## src/rtl/ifft_bfly_seq_if.sv

```systemverilog
// Bus between the IFFT butterfly sequencer and the sample RAM / twiddle ROM / datapath:
// start/busy/done handshake, read-issue addresses and delayed write-back addresses.
interface ifft_bfly_seq_if #(
    parameter int AW = 5
);
    logic          start;
    logic          busy;
    logic          done;
    logic [2:0]    stage;
    logic          rd_en;
    logic [AW-1:0] rd_addr_a;
    logic [AW-1:0] rd_addr_b;
    logic [AW-2:0] tw_idx;
    logic          wr_en;
    logic [AW-1:0] wr_addr_a;
    logic [AW-1:0] wr_addr_b;

    modport master (
        input  start,
        output busy, done, stage,
        output rd_en, rd_addr_a, rd_addr_b, tw_idx,
        output wr_en, wr_addr_a, wr_addr_b
    );

    modport slave (
        output start,
        input  busy, done, stage,
        input  rd_en, rd_addr_a, rd_addr_b, tw_idx,
        input  wr_en, wr_addr_a, wr_addr_b
    );
endinterface

```

## src/rtl/ifft_bfly_seq.sv

```systemverilog
// In-place radix-2 DIF butterfly sequencer for the IFFT core: one butterfly per cycle,
// flush gap between stages. Define IFFT_BFLY_SEQ_HOLD_EN to add the 'hold' stall input.
module ifft_bfly_seq #(
    parameter int N        = 32,
    parameter int LOG2N    = 5,
    parameter int AW       = 5,
    parameter int PIPE_LAT = 3
) (
    input  logic clk,
    input  logic rst,
`ifdef IFFT_BFLY_SEQ_HOLD_EN
    input  logic hold,
`endif
    ifft_bfly_seq_if.master bus
);
    localparam int HALF = N / 2;

    typedef enum logic [1:0] {IDLE, RUN, FLUSH, DONE} state_t;

    state_t        state, state_nx;
    logic [AW-2:0] b_cnt;
    logic [2:0]    stage_cnt;
    logic [2:0]    fcnt;
    logic          frz;
    logic          held_q;
    logic          last_b;
    logic          last_stage;

    logic [AW-1:0] span;
    logic [AW-1:0] mask;
    logic [AW-1:0] bx;
    logic [AW-1:0] off;
    logic [AW-1:0] addr_a;
    logic [AW-1:0] addr_b;
    logic [AW-2:0] tw;

    // Index 0 is the read-issue register, index PIPE_LAT is the write-back strobe.
    logic [PIPE_LAT:0]         vld_pipe;
    logic [PIPE_LAT:0][AW-1:0] pa_pipe;
    logic [PIPE_LAT:0][AW-1:0] pb_pipe;
    logic [AW-2:0]             tw_q;
    logic [2:0]                stage_q;
    logic                      busy_q;
    logic                      done_q;

`ifdef IFFT_BFLY_SEQ_HOLD_EN
    // Hold never blocks start acceptance, so it only freezes outside IDLE.
    assign frz = hold && (state != IDLE);
`else
    assign frz = 1'b0;
`endif

    assign last_b     = (b_cnt == (AW-1)'(HALF - 1));
    assign last_stage = (stage_cnt == 3'(LOG2N - 1));

    always_ff @(posedge clk) begin
        if (rst) state <= IDLE;
        else     state <= state_nx;
    end

    always_comb begin
        state_nx = state;
        case (state)
            IDLE:    if (bus.start) state_nx = RUN;
            RUN:     if (!frz && last_b) state_nx = FLUSH;
            FLUSH:   if (!frz && fcnt == 3'd0) state_nx = last_stage ? DONE : RUN;
            DONE:    if (!frz) state_nx = IDLE;
            default: state_nx = IDLE;
        endcase
    end

    always_ff @(posedge clk) begin
        if (rst) begin
            b_cnt     <= '0;
            stage_cnt <= '0;
            fcnt      <= '0;
        end else if (!frz) begin
            case (state)
                IDLE: begin
                    if (bus.start) begin
                        b_cnt     <= '0;
                        stage_cnt <= '0;
                    end
                end
                RUN: begin
                    b_cnt <= b_cnt + (AW-1)'(1);
                    if (last_b) fcnt <= 3'(PIPE_LAT - 1);
                end
                FLUSH: begin
                    if (fcnt != 3'd0) begin
                        fcnt <= fcnt - 3'd1;
                    end else if (!last_stage) begin
                        stage_cnt <= stage_cnt + 3'd1;
                        b_cnt     <= '0;
                    end
                end
                default: ;
            endcase
        end
    end

    // Group bits of b move up one place to skip each group's bottom half; offset bits stay.
    always_comb begin
        span   = AW'(HALF >> stage_cnt);
        mask   = span - AW'(1);
        bx     = AW'(b_cnt);
        off    = bx & mask;
        addr_a = ((bx & ~mask) << 1) | off;
        addr_b = addr_a | span;
        tw     = (AW-1)'(off << stage_cnt);
    end

    always_ff @(posedge clk) begin
        if (rst) begin
            vld_pipe <= '0;
            pa_pipe  <= '0;
            pb_pipe  <= '0;
            tw_q     <= '0;
            stage_q  <= '0;
        end else if (!frz) begin
            vld_pipe[0] <= (state == RUN);
            stage_q     <= stage_cnt;
            if (state == RUN) begin
                pa_pipe[0] <= addr_a;
                pb_pipe[0] <= addr_b;
                tw_q       <= tw;
            end
            for (int i = 1; i <= PIPE_LAT; i++) begin
                vld_pipe[i] <= vld_pipe[i-1];
                pa_pipe[i]  <= pa_pipe[i-1];
                pb_pipe[i]  <= pb_pipe[i-1];
            end
        end
    end

    // held_q masks strobes of the frozen registers so a stalled entry is never seen twice.
    always_ff @(posedge clk) begin
        if (rst) begin
            held_q <= 1'b0;
            busy_q <= 1'b0;
            done_q <= 1'b0;
        end else begin
            held_q <= frz;
            done_q <= (state == DONE) && !frz;
            busy_q <= (state == RUN) || (state == FLUSH) || ((state == DONE) && frz);
        end
    end

    assign bus.rd_en     = vld_pipe[0] & ~held_q;
    assign bus.rd_addr_a = pa_pipe[0];
    assign bus.rd_addr_b = pb_pipe[0];
    assign bus.tw_idx    = tw_q;
    assign bus.stage     = stage_q;
    assign bus.wr_en     = vld_pipe[PIPE_LAT] & ~held_q;
    assign bus.wr_addr_a = pa_pipe[PIPE_LAT];
    assign bus.wr_addr_b = pb_pipe[PIPE_LAT];
    assign bus.busy      = busy_q;
    assign bus.done      = done_q;
endmodule

```

## src/flat_wrapper.sv

```systemverilog
// flat-port wrapper written by rule: the top's interface ports become plain ports
module ifft_bfly_seq_flat 
#(
    parameter int N        = 32,
    parameter int LOG2N    = 5,
    parameter int AW       = 5,
    parameter int PIPE_LAT = 3
)
  (clk, rst, bus_start, bus_busy, bus_done, bus_stage, bus_rd_en, bus_rd_addr_a, bus_rd_addr_b, bus_tw_idx, bus_wr_en, bus_wr_addr_a, bus_wr_addr_b);
  ifft_bfly_seq_if #(.AW(AW)) bus_i ();
  input  logic clk;
  input  logic rst;
  input wire logic [$bits(bus_i.start)-1:0] bus_start;
  output wire logic [$bits(bus_i.busy)-1:0] bus_busy;
  output wire logic [$bits(bus_i.done)-1:0] bus_done;
  output wire logic [$bits(bus_i.stage)-1:0] bus_stage;
  output wire logic [$bits(bus_i.rd_en)-1:0] bus_rd_en;
  output wire logic [$bits(bus_i.rd_addr_a)-1:0] bus_rd_addr_a;
  output wire logic [$bits(bus_i.rd_addr_b)-1:0] bus_rd_addr_b;
  output wire logic [$bits(bus_i.tw_idx)-1:0] bus_tw_idx;
  output wire logic [$bits(bus_i.wr_en)-1:0] bus_wr_en;
  output wire logic [$bits(bus_i.wr_addr_a)-1:0] bus_wr_addr_a;
  output wire logic [$bits(bus_i.wr_addr_b)-1:0] bus_wr_addr_b;
  assign bus_i.start = bus_start;
  assign bus_busy = bus_i.busy;
  assign bus_done = bus_i.done;
  assign bus_stage = bus_i.stage;
  assign bus_rd_en = bus_i.rd_en;
  assign bus_rd_addr_a = bus_i.rd_addr_a;
  assign bus_rd_addr_b = bus_i.rd_addr_b;
  assign bus_tw_idx = bus_i.tw_idx;
  assign bus_wr_en = bus_i.wr_en;
  assign bus_wr_addr_a = bus_i.wr_addr_a;
  assign bus_wr_addr_b = bus_i.wr_addr_b;
  ifft_bfly_seq #(.N(N), .LOG2N(LOG2N), .AW(AW), .PIPE_LAT(PIPE_LAT)) u_core (.clk(clk), .rst(rst), .bus(bus_i));
endmodule
```

## config.mk

```make
export PLATFORM = sky130hd
export DESIGN_NAME = ifft_bfly_seq_flat
export DESIGN_NICKNAME = d
export VERILOG_FILES = /design/src/rtl/ifft_bfly_seq_if.sv /design/src/rtl/ifft_bfly_seq.sv /design/src/flat_wrapper.sv
export SDC_FILE = /design/constraint.sdc
export NUM_CORES = 1
export LEC_CHECK = 0
export CORE_ASPECT_RATIO = 0.8
export CORE_MARGIN = 2
export CORE_UTILIZATION = 45
export CTS_CLUSTER_SIZE = 20
export DETAILED_ROUTE_END_ITERATION = 10
export MAX_ROUTING_LAYER = met4
export PLACE_DENSITY_LB_ADDON = 0.25
export SYNTH_ARGS = -nofsm -noshare
export SYNTH_HDL_FRONTEND = slang
export SYNTH_SLANG_ARGS = --single-unit
```

## constraint.sdc

```tcl
create_clock -name clk -period 1.9 [get_ports clk]
set_input_delay 0.38 -clock clk [delete_from_list [all_inputs] [get_ports clk]]
set_output_delay 0.38 -clock clk [all_outputs]
set_load 0.005 [all_outputs]
```

==> metrics.cfg <==
[sta]
slew_viol_final = 0
rsz0062_at_grt = no
finalCritPeriodShare_pct = 95.9
fmax_ghz = 0.549
maxSlewHeadroom_pct = 73.6
worst_slew_pin_slew_ps = 395
finalClockSkew_ps = 5.44
setup_viol = 0
min_period_ps = 1820
final-hold-violation-count = 0

[synthesis]
syn_area_per_cell_um2 = 10.0
synth_ff_type = dfxtp_1
synth-edff-count = 0
synth_nets = 281
synthArstFlopShare_pct = 0
syn_area_um2 = 2660
yosysWarnings = 0
yosysUniqueCellTypes = 50
ys_ff_latch = 65
synth_cells = 265
seq_area_frac_synth_pct = 49.0

[placement]
place_area_um2 = 2980
gp_congestion = 0.944
io_buffer_count = 33
dp_hpwl_mm = 3.37

[drt]
ant_nets = 0
drtPass1Iterations = 4
drt_iter0_drc = 88
drc = 0
wl_per_cell_um = 13.0
avgViaCountPerCell = 4.89
num_vias = 1833
drt_wl_total_mm = 4.87

[final_layout]
drive_above_1_share_pct = 16.2
final_area_um2 = 3200
area_growth_pct = 20.5
mostFrequentLayoutCells = dfxtp_1, nor2b_1, clkdlybuf4s50_1
final_common_cell = dfxtp_1
register_area_um2 = 1300
multiInputGateArea_um2 = 1070
antenna_cells = 0
fin_nets = 308
fillers = 522

[worst_setup_path]
r2r_cells = 6
critical_path_arrival_ps = 2110
critPathRequiredTime_ps = 2190
crit_fanout = 6
end_kind = flop
crit_type = flop to flop
startpoint_type = flop

[power_and_ir_drop]
power_density_nw_per_um2 = 1220
p_int_uw = 2810
power_frac_comb_pct = 24.8
seqPwrFrac_pct = 42.4
peakVddDrop_v = 0.000610
p_switching_uw = 1090
switching_share_pct = 27.9
p_clk_share_pct = 32.8
power.total_uw = 3900
p_leak_uw = 0.00123

[grt]
overflow = 0
grt_max_degree = 56
track_usage_pct = 16.4
antenna_found_initial = 0
grt_pass1_wl_mm = 8.07
grt_pass1_vias = 1675

[clock_network]
cts-buffers-inserted = 9
cts_tree = built
cts_max_level = 3
cts_setup_buffers = 0
clk_latency_ps = 340
clock-sinks = 65
cts_root_buf = clkbuf_8
cts_hold_buf = 0
clockBufferDepth = 2
cts.clk_slew.worst_paths_ps = 70

[floorplanning]
dieArea_um2 = 6530
fp.dieH_um = 72.7
coreArea_um2 = 5590
rows = 24
die_w_um = 89.9
ioPinCount = 34
initial_utilization_pct = 47.5

[worst_hold_path]
holdPathStages = 1
min_path_type = flop to flop

[status]
status = finished, final reports clean

[job]
drv_cap = 0

-- layer usage --
| metal | routed length, um | global-route usage, % |
|---|---|---|
| met1 | 2390 | 21.0 |
| met4 | 38 | 6.15 |
| met5 | 0 | - |
| met2 | 2120 | 24.9 |
| met3 | 318 | 5.06 |
-- per-stage QoR --
step | hold WS, ps | setup WS, ps | util [%] | setup TNS (ps) | cells
2_1_floorplan | 414 | 42.5 | - | 0 | 265
3_3_place_gp | 416 | 60.7 | 53.3 | 0 | 359
3_5_place_dp | 423 | -0.345 | 53.3 | -0.345 | 359
4_1_cts | 440 | 31.5 | 57.3 | 0 | 375
5_1_grt | 456 | 9.55 | 57.3 | 0 | 375
6_report | 433 | 78.3 | 57.3 | 0 | 375
-- path summary, 6_finish.rpt --
kind                                           from                 endpoint  slack (ps)
worst max-delay path            u_core.stage_cnt[0]  u_core.bus.rd_addr_a[3]          80
worst min-delay path              u_core.pb_pipe[5]       u_core.pb_pipe[10]         430
worst max register to register  u_core.stage_cnt[0]  u_core.bus.rd_addr_a[3]          80
worst min register to register    u_core.pb_pipe[5]       u_core.pb_pipe[10]         430
-- flip-flops by register name (all words and copies together), names as in the netlist --
name / count
u_core.bus.wr_addr_a: 5
u_core.vld_pipe: 4
u_core.bus.rd_addr_a: 5
u_core.stage_cnt: 3
u_core.bus.rd_addr_b: 5
u_core.bus.tw_idx: 4
u_core.bus.done: 1
u_core.bus.wr_addr_b: 5
u_core.state: 2
u_core.pb_pipe: 10
u_core.fcnt: 3
u_core.bus.busy: 1
u_core.bus.stage: 3
u_core.b_cnt: 4
u_core.pa_pipe: 10
-- critical path, stage by stage (launching register included) --
cell	delay [ps]
dfxtp_2	350
ha_1	230
ha_1	250
or4_4	490
o221ai_2	100
a221oi_2	120
o21ba_1	220
-- cells by family after synthesis --
family	after synthesis	share of synthesized area, %
simple gates	93	19.6
flops	65	49.0
buf+inv	46	10.5
compound gates	42	12.6
fa+ha+maj	13	6.13
xor+xnor	3	0.990
mux	3	1.13
-- cell type report --
| cell class | count | share of cell area (%) |
|---|---|---|
| Tap cell | 78 | 3.05 |
| Inverter | 14 | 1.68 |
| Multi-Input combinational cell | 154 | 33.6 |
| Clock inverter | 6 | 2.89 |
| Timing Repair Buffer | 48 | 14.1 |
| Sequential cell | 65 | 40.7 |
| Clock buffer | 10 | 3.99 |
-- power by group through the flow --
stage                     Combinational, uW  Clock (uW)  Sequential, uW
after floorplan                         683           0            1660
after global placement                  950           0            1680
after detailed placement                963           0            1680
after CTS                               969        1310            1650
after global routing                   1070        1360            1680
final                                   966        1280            1650
-- Yosys cell counts (2+ instances only) --
cell,n,share of area (%)
a211oi_1,2,0.57
a21bo_2,2,0.75
a21oi_1,7,1.3
a2bb2oi_1,4,1.3
a311oi_1,3,0.99
a31oi_1,2,0.47
buf_4,22,6.2
buf_6,3,1.3
clkbuf_1,6,0.85
clkinv_1,2,0.28
dfxtp_1,65,49
ha_1,13,6.1
inv_1,12,1.7
mux2i_1,3,1.1
nand2_1,12,1.7
nand2b_1,6,1.4
nand3_1,8,1.5
nand3b_1,2,0.57
nand4_1,3,0.71
nor2_1,12,1.7
nor2b_1,36,8.5
nor3_1,3,0.57
o21ai_0,3,0.57
o22ai_1,3,0.71
o31ai_1,3,0.85
or2_2,3,0.71
xnor2_1,2,0.66
-- timing repair --
action                                  CTS  global route
hold endpoints to repair                  0             0
endpoints found under the setup margin    2             5
resized for setup                         1             2
(Power assumes the default switching activity.)
